## src/rtl/ntt_pkg.sv

```systemverilog
// Shared constants and arithmetic helpers for the 16-point NTT datapath (q = 97).
package ntt_pkg;

  localparam int NTT_Q     = 97;
  localparam int NTT_N     = 16;
  localparam int NTT_LOG2N = 4;
  localparam int COEFF_W   = 7;
  // Widest raw coefficient the reduction helper handles; 2^RAW_W <= 3*NTT_Q.
  localparam int RAW_W     = 8;

  typedef enum logic [1:0] {
    ST_LOAD = 2'd0,
    ST_FIRE = 2'd1,
    ST_WAIT = 2'd2
  } ldr_state_t;

  // Reverse the bit order of a 4-bit slot index.
  function automatic logic [NTT_LOG2N-1:0] bitrev4(input logic [NTT_LOG2N-1:0] k);
    return {k[0], k[1], k[2], k[3]};
  endfunction

  // Reduce x mod q using at most two conditional subtractions (x < 3q assumed).
  function automatic logic [COEFF_W-1:0] mod_reduce(input logic [RAW_W-1:0] x,
                                                    input logic [RAW_W-1:0] q);
    logic [RAW_W:0] xe;
    logic [RAW_W:0] qe;
    logic [RAW_W:0] q2;
    xe = {1'b0, x};
    qe = {1'b0, q};
    q2 = qe << 1;
    if (xe < qe)      return COEFF_W'(xe);
    else if (xe < q2) return COEFF_W'(xe - qe);
    else              return COEFF_W'(xe - q2);
  endfunction

endpackage

```

## src/rtl/ntt_coeff_loader.sv

```systemverilog
// Serial coefficient ingest for the NTT core: reduce mod Q, store in
// bit-reversed slot order, present one parallel bus and hand off with start/done.
//
// state | meaning
// LOAD  | accepting beats of a frame (in_ready = 1)
// FIRE  | one cycle: ntt_start high, bus freshly loaded
// WAIT  | bus held until a rising edge of ntt_done
module ntt_coeff_loader
  import ntt_pkg::*;
#(
  parameter int Q      = NTT_Q,
  parameter int IN_W   = 8,
  parameter int BITREV = 1
) (
  input  logic                       clk,
  input  logic                       rst,
  input  logic                       in_valid,
  output logic                       in_ready,
  input  logic [IN_W-1:0]            in_data,
  input  logic                       in_last,
  output logic [NTT_N*COEFF_W-1:0]   coeff_bus,
  output logic                       ntt_start,
  input  logic                       ntt_done,
  output logic                       busy,
  output logic                       frame_err,
  output logic [15:0]                frame_cnt
);

  localparam int BUS_W = NTT_N * COEFF_W;

  ldr_state_t                 state;
  logic [NTT_LOG2N-1:0]       cnt;
  logic                       done_q;
  logic [COEFF_W-1:0]         buf_mem  [NTT_N];
  logic [COEFF_W-1:0]         buf_next [NTT_N];
  logic [BUS_W-1:0]           bus_next;
  logic [NTT_LOG2N-1:0]       wr_slot;
  logic [COEFF_W-1:0]         wr_val;
  logic                       accept;
  logic                       cnt_full;

  assign in_ready = (state == ST_LOAD);
  assign accept   = in_valid && in_ready;
  assign cnt_full = (cnt == NTT_LOG2N'(NTT_N - 1));
  assign wr_slot  = (BITREV != 0) ? bitrev4(cnt) : cnt;
  assign wr_val   = mod_reduce(RAW_W'(in_data), RAW_W'(Q));

  // Buffer view including the beat being accepted this cycle, so the final
  // beat of a frame lands on the bus at the same edge that enters FIRE.
  always_comb begin
    buf_next = buf_mem;
    if (accept) buf_next[wr_slot] = wr_val;
    bus_next = '0;
    for (int k = 0; k < NTT_N; k++) begin
      bus_next[k*COEFF_W +: COEFF_W] = buf_next[k];
    end
  end

  // Coefficient buffer; contents are don't-care after reset or a bad frame.
  always_ff @(posedge clk) begin
    if (accept) buf_mem[wr_slot] <= wr_val;
  end

  // Frame sequencing FSM with registered handshake outputs.
  always_ff @(posedge clk) begin
    if (rst) begin
      state     <= ST_LOAD;
      cnt       <= '0;
      coeff_bus <= '0;
      ntt_start <= 1'b0;
      frame_err <= 1'b0;
      frame_cnt <= '0;
      busy      <= 1'b0;
      done_q    <= 1'b0;
    end else begin
      done_q    <= ntt_done;
      ntt_start <= 1'b0;
      frame_err <= 1'b0;
      case (state)
        ST_LOAD: begin
          if (accept) begin
            if (cnt_full && in_last) begin
              state     <= ST_FIRE;
              cnt       <= '0;
              coeff_bus <= bus_next;
              ntt_start <= 1'b1;
              busy      <= 1'b1;
            end else if (cnt_full || in_last) begin
              frame_err <= 1'b1;
              cnt       <= '0;
            end else begin
              cnt <= cnt + 1'b1;
            end
          end
        end
        ST_FIRE: begin
          frame_cnt <= frame_cnt + 1'b1;
          state     <= ST_WAIT;
        end
        ST_WAIT: begin
          // Edge-detect so a done level left over from the last frame is ignored.
          if (ntt_done && !done_q) begin
            state <= ST_LOAD;
            busy  <= 1'b0;
          end
        end
        default: begin
          state <= ST_LOAD;
          busy  <= 1'b0;
        end
      endcase
    end
  end

endmodule

```

## config.mk

```make
export PLATFORM = sky130hd
export DESIGN_NAME = ntt_coeff_loader
export DESIGN_NICKNAME = d
export VERILOG_FILES = /design/src/rtl/ntt_pkg.sv /design/src/rtl/ntt_coeff_loader.sv
export SDC_FILE = /design/constraint.sdc
export NUM_CORES = 1
export LEC_CHECK = 0
export ABC_AREA = 0
export CORE_ASPECT_RATIO = 2
export CORE_MARGIN = 2
export CORE_UTILIZATION = 35
export DETAILED_ROUTE_END_ITERATION = 16
export PLACE_DENSITY = 0.61
export REMOVE_ABC_BUFFERS = 1
export SETUP_SLACK_MARGIN = 0.05
export SKIP_CTS_REPAIR_TIMING = 1
export SYNTH_ARGS = -nofsm -noshare
export SYNTH_HDL_FRONTEND = slang
export SYNTH_SLANG_ARGS = --single-unit
```

## constraint.sdc

```tcl
create_clock -name clk -period 13 [get_ports clk]
set_clock_uncertainty 0.05 [all_clocks]
set_input_delay 3.25 -clock clk [delete_from_list [all_inputs] [get_ports clk]]
set_output_delay 3.25 -clock clk [all_outputs]
set_load 0.01 [all_outputs]
```

# Word level (Yosys, flattened, before mapping)

Index checks and enable logic that the tools add are counted.

Flip-flop bits (word level): 250
Input bits: 13
Output and inout bits: 132
Word-level logic and storage cells: 72

$add $sub $neg: 4
$lt $le $gt $ge: 4
Equal/unequal tests: 6
Mux-type cells: 17
Bitwise operators: 4
Reduce and logical (&&, ||, !) cells: 13

Operator list:

| kind                                                                         | number |
|---|---|
| 112-bit bitwise mux                                                          | 1 |
| 7-bit demux with 4-bit select                                                | 1 |
| 7-bit two-way mux                                                            | 3 |
| 16-bit by 1-bit adder with 16-bit output, second input constant              | 1 |
| 7-bit subtractor, second input constant                                      | 2 |
| 8-bit by 7-bit less-than comparator with 1-bit output, second input constant | 1 |
| 8-bit less-than comparator, second input constant                            | 1 |
| 4-bit two-way mux                                                            | 2 |
| 2-bit two-way mux                                                            | 3 |
| 2-bit case mux with 3 select lines                                           | 1 |
| 3-bit AND reduction                                                          | 2 |
| 5-bit >= comparator, second input constant                                   | 1 |
| 5-bit by 1-bit less-than comparator with 1-bit output, second input constant | 1 |
| 1-bit two-way mux                                                            | 5 |
| 4-bit NOT with 5-bit output                                                  | 1 |
| 4-bit by 1-bit adder with 4-bit output, second input constant                | 1 |
| 4-bit == test, second input constant                                         | 1 |
| 1-bit logical AND                                                            | 4 |
| 2-bit by 1-bit != test with 1-bit output, second input constant              | 2 |
| 4-bit AND reduction                                                          | 1 |
| 4-bit OR reduction                                                           | 1 |
| 1-bit NOT                                                                    | 3 |
| 1-bit case mux with 3 select lines                                           | 1 |
| 3-bit OR reduction                                                           | 1 |
| 7 further kinds                                                              | 7 |

# Depth between registers and ports, before layout

Gate-level depths: netlist of the first run.

Word-level depth: 6
Depth in mapped cells: 10
Mapped depth without buffers: 7

# Worst setup path before layout of the first run

OpenSTA, ideal clock, no wires.

Path type: in2reg
Start: input port in_valid
End: register coeff_bus[49]
Data arrival time: 6.673 ns
Slack: 6.142 ns
Stages: 6
Buffers on the path: 1
Cells stage by stage: nand2_1 > inv_1 > nand3_1 > clkbuf_1 > a31oi_1 > o41ai_1

Cells in the longest elaborated chain, start to end: 2

RTL lines:

| what                                 | RTL line               | RTL |
|---|---|---|
| start: declaration                   | ntt_coeff_loader.sv:17 | `input logic in_valid,` |
| 1-bit logical AND                    | ntt_coeff_loader.sv:43 | `assign accept = in_valid && in_ready;` |
| net accept                           | ntt_coeff_loader.sv:39 | `logic accept;` |
| 3-bit AND reduction (no source line) | n/a                    |  |
| end signal: assignment               | ntt_coeff_loader.sv:85 | `coeff_bus <= bus_next;` |
| end: declaration                     | ntt_coeff_loader.sv:21 | `output logic [NTT_N*COEFF_W-1:0] coeff_bus,` |

The timed path passes the listed nets, and every way through them passes these cells.
A chain may end at the register's enable or synchronous reset.

# Worst setup path in the final report of the first run

Start: input port in_valid
End: register coeff_bus[36]

The elaborated chain is that of the path after synthesis.

==> out/results.ini, run 1 <==
[worst_setup_path]
arrival_ns = 6.31
cp_max_fo = 82
critPathLaunch = in_valid
r2r_cells = 6
regToRegSetupSlack_ns = 9.61
crit_required_ns = 13.39
timing.rr.end = coeff_bus[36]
worstSetupPathType = primary input to flip-flop
timing.rr.start = cnt[0]
endpoint_kind = flip-flop
critPathCapture = coeff_bus[36]
start_kind = primary input

[placement]
hpwlAfterDp_um = 17100
io_buffers = 144
preCtsSetupSlack_ns = 6.55
postPlaceCellArea_um2 = 11600
place.gp.congestion = 0.827

[timing]
hold_viol_final = 0
worst_slew_pin_slew_ns = 1.06
fin_crit_ns = 5.91
setup-tns-final_ns = 0
setup_ws_ns = 7.09
drv_slew = 0
min_period_over_period = 0.455
max_slew_margin = 0.290
clock.fmax_mhz = 169
rsz0062_at_grt = no
setup_violations = 0

[final_layout]
drive_gt1_frac = 0.0543
fin_nets = 1145
syn2layout_area_growth_pct = 23.4
fill_cells = 2701
register_area_um2 = 5920
multi_input_area_um2 = 3710
final_area_um2 = 12400
antenna_cells = 0

[logic_synthesis]
synth_flop_cell = dfxtp_1
synth_top_area_share = 0.314
yosys_register_bits = 243
postSynthCellCount = 1043
ys_warn_count = 0
synth_area_per_cell_um2 = 9.62
ys_seq_area_frac = 0.589
yosys.area.top_type = edfxtp_1
synth_edf_count = 105
ys_types = 58
synth_async_sr_flop_share = 0
synth.area.top_cells = edfxtp_1, dfxtp_1, nand2_1
netlist_area_um2 = 10000

[floorplanning]
start_util = 0.356
core_um2 = 28200
dieArea_um2 = 30100
die_x_um = 124
fp-row-count = 87
die-height_um = 243
ioPinCount = 145

[cts]
root_buffer = clkbuf_16
clock_latency_ns = 0.53
path_clk_slew_ns = 0.06
htreeDepth = 1
cts_sinks = 243
numCtsBuffers = 23
clockBufferDepth = 3
cts_tree = yes

[global_route]
grt_max_degree = 83
grt_pass1_wl_um = 40500
gr-total-overflow = 0
grt_pass1_vias = 7379
track_usage = 0.172
grt_antenna_before_repair = 0

[pwr]
power.leakage_uw = 0.00421
ir_worst_vdd_mv = 0.0855
p_per_area_nw_per_um2 = 129

[routing]
drt_wl_total_um = 25800
drtIter0Drc = 444
drc_errors = 0
vias_per_cell = 5.09
dr.pass1.iters = 4
dr_total_vias = 7618
ant_nets = 0
wl_per_cell_um = 17.2

[run_status]
outcome = finished, final reports clean

[job]
cap_viol_max_count = 0

[worst_hold_path]
min_path_type = flip-flop to flip-flop

worst min-delay path by stage:
stage / from / to / slack (ns) / cells past startpoint
finish: coeff_bus[11] / coeff_bus[11] / 0.40 / 2
global route: coeff_bus[5] / coeff_bus[5] / 0.42 / 2
CTS: coeff_bus[2] / coeff_bus[2] / 0.41 / 2
detailed placement: coeff_bus[2] / coeff_bus[2] / 0.40 / 2
global placement: coeff_bus[60] / coeff_bus[60] / 0.39 / 2
floorplan: coeff_bus[101] / coeff_bus[101] / 0.42 / 2
power by group:
| part | internal (µW) | total [µW] | leakage [µW] | switching, µW |
|---|---|---|---|---|
| combinational | 21.8 | 80.8 | 0.00170 | 59.0 |
| clock | 397 | 689 | 0.000376 | 292 |
| sequential | 821 | 829 | 0.00213 | 8.12 |
| total | 1240 | 1600 | 0.00421 | 359 |
logic make-up after synthesis:
family / share of synthesized area
AOI/OAI and AO/OA: 0.159
and+or+nand+nor: 0.176
adders and majority gates: 0.00997
muxes: 0.00698
xor gates and xnor gates: 0.0140
buffers and inverters: 0.0450
DFF: 0.589
sequential cells by signal, indices dropped and copies added (netlist names):
| signal | cells |
|---|---|
| state | 2 |
| coeff_bus | 112 |
| frame_cnt | 16 |
| buf_mem | 105 |
| frame_err | 1 |
| cnt | 4 |
| done_q | 1 |
| ntt_start | 1 |
| busy | 1 |
area by class of cell:
type                    count  share of cell area
flip-flops and latches    243               0.478
multi-input cells         691               0.300
repair buffers            150               0.120
clock buffers              32              0.0533
well taps                 356              0.0360
clock inverters            10             0.00879
inverters                  15             0.00475
routing by layer:
layer  track usage  vias up  share of wire
met3        0.0171       34          0.036
met5             0        -              0
met2         0.316      163           0.54
li1              -     3831              -
met4        0.0622        0          0.027
met1         0.202     3590           0.39
Yosys cell counts (3+ instances only):
cell / count
nor2b_1: 7
o41ai_2: 3
o211ai_1: 3
o32ai_1: 4
o21ai_0: 64
ha_1: 8
a21oi_1: 103
nand4_1: 3
xnor2_1: 12
xor2_1: 4
and3_1: 6
nand3_1: 77
buf_1: 14
edfxtp_1: 105
and2_4: 3
and4_1: 3
nand2_1: 148
nor2_1: 111
a21o_1: 4
clkbuf_1: 58
inv_1: 15
a22o_1: 3
nor3_1: 7
o41ai_1: 3
and2_1: 8
o21ai_1: 8
a31oi_1: 13
a211oi_1: 37
and2_0: 7
buf_2: 19
mux2i_1: 7
or3_1: 3
nor4_1: 3
dfxtp_1: 138
critical path, cell delays in order:
cell,delay (ns)
clkdlybuf4s50_1,0.46
nand2_1,0.21
inv_4,0.42
and3_4,0.75
buf_4,0.75
nor2_1,0.11
a211oi_1,0.23
placed cells by master, fill, tap and decap left out, types with 4 or more instances in the layout:
cell type          n
inv_1             14
a21oi_1          103
and3_1             5
mux2i_1            7
ha_1               8
a31oi_1           13
nand2_1          148
xnor2_1           11
edfxtp_1         105
nor3_1             7
clkdlybuf4s50_1  143
clkinv_2           5
dfxtp_1          138
clkbuf_1           5
a21o_1             4
a211oi_1          37
nand3_1           76
nor2b_1            7
nor2_1           111
and2_1             8
clkbuf_16         24
o21ai_1            8
and2_0             7
o32ai_1            4
buf_4              7
o21ai_0           64
through the flow:
stage                     total power [µW]  cells  hold slack (ns)  utilization
after floorplan                        887    949            0.420            -
after global placement                 925   1455            0.393        0.412
after detailed placement               927   1455            0.400        0.412
after CTS                             1620   1497            0.408        0.439
after global routing                  1660   1497            0.424        0.439
final                                 1600   1497            0.404        0.439
Note: power is estimated with default switching activity, not from simulation.
==> run 2: changes to the inputs <==
clock period = 5.5 ns   (was 13 ns; I/O delays follow)
==> out/results.ini, run 2 (same netlist as run 1, synthesis figures left out) <==
[timing]
drv_slew = 0
rsz0062_at_grt = no
hold_viol_final = 0
min_period_over_period = 0.689
setup_ws_ns = 1.71
setup-tns-final_ns = 0
clock.fmax_mhz = 264
max_slew_margin = 0.366
worst_slew_pin_slew_ns = 0.946
setup_violations = 0
fin_crit_ns = 3.79

[worst_setup_path]
crit_chain = clkdlybuf4s50_1, inv_1, ha_1, or4b_1, a21oi_1, o221ai_1, nand2_1, a21oi_1
cpPeakStageDelay_ns = 0.58
start_kind = primary input
critPathLaunch = in_data[1]
arrival_ns = 4.00
timing.rr.start = cnt[0]
cp_max_fo = 12
crit_required_ns = 5.71
endpoint_kind = flip-flop
cpMostUsedCell = a21oi_1
path_depth = 8
cp_top_family = simple AND/OR/NAND/NOR gates
worstSetupPathType = primary input to flip-flop
cpMaxStageDelayCell = or4b_1
critPathBufInv = 2
r2r_cells = 6

[floorplanning]
ioPinCount = 145
fp-row-count = 87
dieArea_um2 = 30100
die_x_um = 124
start_util = 0.356
core_um2 = 28200
die-height_um = 243

[cts]
clock_latency_ns = 0.54
htreeDepth = 1
cts_sinks = 243
clockBufferDepth = 3
root_buffer = clkbuf_16
path_clk_slew_ns = 0.07
numCtsBuffers = 23
cts_tree = yes

[placement]
place.gp.congestion = 0.857
dp_cells = 1457
io_buffers = 144
preCtsSetupSlack_ns = 1.17
hpwlAfterDp_um = 17600
postPlaceCellArea_um2 = 11600

[routing]
vias_per_cell = 5.15
dr.pass1.iters = 4
wl_per_cell_um = 17.6
ant_nets = 0
drc_errors = 0
drt_wl_total_um = 26400
dr_total_vias = 7718
drtIter0Drc = 496

[final_layout]
antenna_cells = 0
largest_register_ffs = 112
regMostFlops = coeff_bus
drive_gt1_frac = 0.0560
instances_no_fill = 1499
final_common_cell = nand2_1
postLayoutCoreUtil = 0.440
fin_nets = 1147
largestRegisters = coeff_bus x112, buf_mem x105, frame_cnt x16
final_area_um2 = 12400
final_cell_mix = nand2_1, clkdlybuf4s50_1, dfxtp_1
fill_cells = 2732
syn2layout_area_growth_pct = 23.5

[worst_hold_path]
min_path_type = flip-flop to flip-flop
min_path_cells = 2
hp-start = coeff_bus[12]

[global_route]
grt_pass1_wl_um = 40700
grt_antenna_before_repair = 0
gr-total-overflow = 0
grt_pass1_vias = 7430
track_usage = 0.173
grt_max_degree = 99

[run_status]
outcome = finished, final reports clean

[pwr]
p_per_area_nw_per_um2 = 302
ir_worst_vdd_mv = 0.217
power.leakage_uw = 0.00421

[job]
cap_viol_max_count = 0

## run 2: cell types whose count changed in the layout (fill, tap and decap cells not counted), sizes merged
cell	delta
buf	+2
bufinv	-2
inv	+2
clkbuf	+1
clkinv	-1
## run 2: per-layer routing
metal,wire length [µm],GRT usage,vias to the layer above
met5,0,0,-
met4,1010,0.0755,0
met3,942,0.0218,48
met2,14100,0.319,152
met1,10300,0.192,3680
li1,-,-,3838
## run 2: layout make-up
type	instances	area [µm²]	share of cell area
clock buffers	33	684	0.0552
clock inverters	9	66.3	0.00535
inverters	15	58.8	0.00474
multi-input cells	691	3710	0.300
flip-flops and latches	243	5920	0.477
well taps	356	445	0.0359
repair buffers	152	1510	0.122
## run 2: through the flow
stage          hold WS, ns  total power, µW
3_3_place_gp         0.393             2180
2_1_floorplan        0.420             2100
5_1_grt              0.416             3870
3_5_place_dp         0.398             2190
4_1_cts              0.406             3780
6_report             0.404             3740
## run 2: worst paths after layout
kind / slack [ns] / endpoint
max: 1.71 / buf_mem[78]
min: 0.40 / coeff_bus[12]
max reg2reg: 2.52 / coeff_bus[80]
min reg2reg: 0.40 / coeff_bus[12]
## run 2: report_power, final
part / internal (µW) / total, µW / switching (µW) / leakage [µW]
logic: 52.1 / 189 / 137 / 0.00171
registers: 1940 / 1960 / 18.5 / 0.00213
clock network: 877 / 1590 / 717 / 0.000369
## run 2: worst reg2reg max path, stage by stage, from the launching register on
cell,delay (ns)
dfxtp_1,0.43
ha_1,0.45
and3_1,0.39
and3_4,0.64
nand2_1,0.44
inv_1,0.33
a22o_1,0.18
==> run 3: changes to the inputs <==
PLACE_DENSITY = 0.63   (was 0.61)
clock period = 3.1 ns   (was 5.5 ns; I/O delays follow)
==> out/results.ini, run 3 (same netlist as run 1, synthesis figures left out) <==
[floorplanning]
dieArea_um2 = 30100
fp-row-count = 87
ioPinCount = 145
die_x_um = 124
core_um2 = 28200
die-height_um = 243
start_util = 0.356

[final_layout]
register_area_um2 = 5920
regMostFlops = coeff_bus
final_common_cell = nand2_1
antenna_cells = 0
final_cell_mix = nand2_1, clkdlybuf4s50_1, dfxtp_1
multi_input_area_um2 = 3710
drive_gt1_frac = 0.0847
postLayoutCoreUtil = 0.454
fill_cells = 2700
syn2layout_area_growth_pct = 27.6
largestRegisters = coeff_bus x112, buf_mem x105, frame_cnt x16
fin_nets = 1185
largest_register_ffs = 112

[routing]
vias_per_cell = 5.10
drt_wl_total_um = 26100
drc_errors = 0
drtIter0Drc = 417
ant_nets = 0
dr_total_vias = 7836
wl_per_cell_um = 17.0
dr.pass1.iters = 5

[placement]
io_buffers = 144
preCtsSetupSlack_ns = -0.194
hpwlAfterDp_um = 18200
place.gp.congestion = 0.852

[timing]
max_slew_margin = 0.479
rsz0062_at_grt = no
setup-tns-final_ns = 0
clock.fmax_mhz = 361
setup_ws_ns = 0.333
hold_viol_final = 0
setup_violations = 0
fin_crit_ns = 2.77
min_period_over_period = 0.893
worst_slew_pin_slew_ns = 0.780
drv_slew = 0

[global_route]
gr-total-overflow = 0
grt_antenna_before_repair = 0
grt_pass1_wl_um = 40700
grt_max_degree = 124
grt_pass1_vias = 7550
track_usage = 0.172

[cts]
cts_sinks = 243
clockBufferDepth = 3
path_clk_slew_ns = 0.07
numCtsBuffers = 23
htreeDepth = 1
clock_latency_ns = 0.52
cts_tree = yes
root_buffer = clkbuf_16

[worst_setup_path]
crit_required_ns = 3.45
endpoint_kind = flip-flop
arrival_ns = 3.12
worstSetupPathType = primary input to flip-flop
cp_max_fo = 6
start_kind = primary input

[worst_hold_path]
min_path_type = flip-flop to flip-flop

[pwr]
finalPower_uw = 6780
p_per_area_nw_per_um2 = 530
power.leakage_uw = 0.00445
ir_worst_vdd_mv = 0.356

[job]
cap_viol_max_count = 0

[run_status]
outcome = finished, final reports clean

run 3: cell types whose count changed in the layout (fill, tap and decap cells not counted), sizes merged:
cell      delta
clkbuf       -1
inv          -1
clkinv       +2
buf         +38
clkinvlp     -2
bufinv       +2
run 3: layout make-up:
class / count / area share
Multi-Input combinational cell: 691 / 0.290
Tap cell: 356 / 0.0348
Timing Repair Buffer: 190 / 0.148
Clock buffer: 32 / 0.0524
Clock inverter: 10 / 0.00840
Inverter: 15 / 0.00459
Sequential cell: 243 / 0.462
run 3: path summary, 6_finish.rpt:
path / start / to / slack [ns] / cells after the start
worst max-delay path: in_data[1] / coeff_bus[49] / 0.33 / 9
worst min-delay path: coeff_bus[87] / coeff_bus[87] / 0.40 / 2
worst max register to register: cnt[0] / coeff_bus[52] / 0.51 / 6
worst min register to register: coeff_bus[87] / coeff_bus[87] / 0.40 / 2
run 3: critical path, cell delays in order:
cell	delay, ns
clkdlybuf4s50_1	0.42
inv_1	0.08
ha_1	0.16
or4b_1	0.59
a21oi_1	0.26
a21oi_1	0.10
xnor2_2	0.21
buf_4	0.16
o41ai_1	0.35
run 3: through the flow:
step | instances | hold WS, ns | area (µm²)
3_5_place_dp | 1495 | 0.395 | 12000
4_1_cts | 1537 | 0.401 | 12800
6_report | 1537 | 0.399 | 12800
2_1_floorplan | 949 | 0.420 | 9640
5_1_grt | 1537 | 0.419 | 12800
3_3_place_gp | 1495 | 0.390 | 12000
run 3: where the power goes:
part,internal [µW],total (µW),switching (µW)
registers,3440,3470,33.9
logic,147,399,252
clock network,1690,2900,1220
run 3: layer usage:
layer  track usage  vias up  part of all wire
met1         0.190     3679              0.38
li1              -     3915                 -
met2         0.314      180              0.53
met5             0        -                 0
met4        0.0779        0             0.044
met3        0.0255       62             0.046
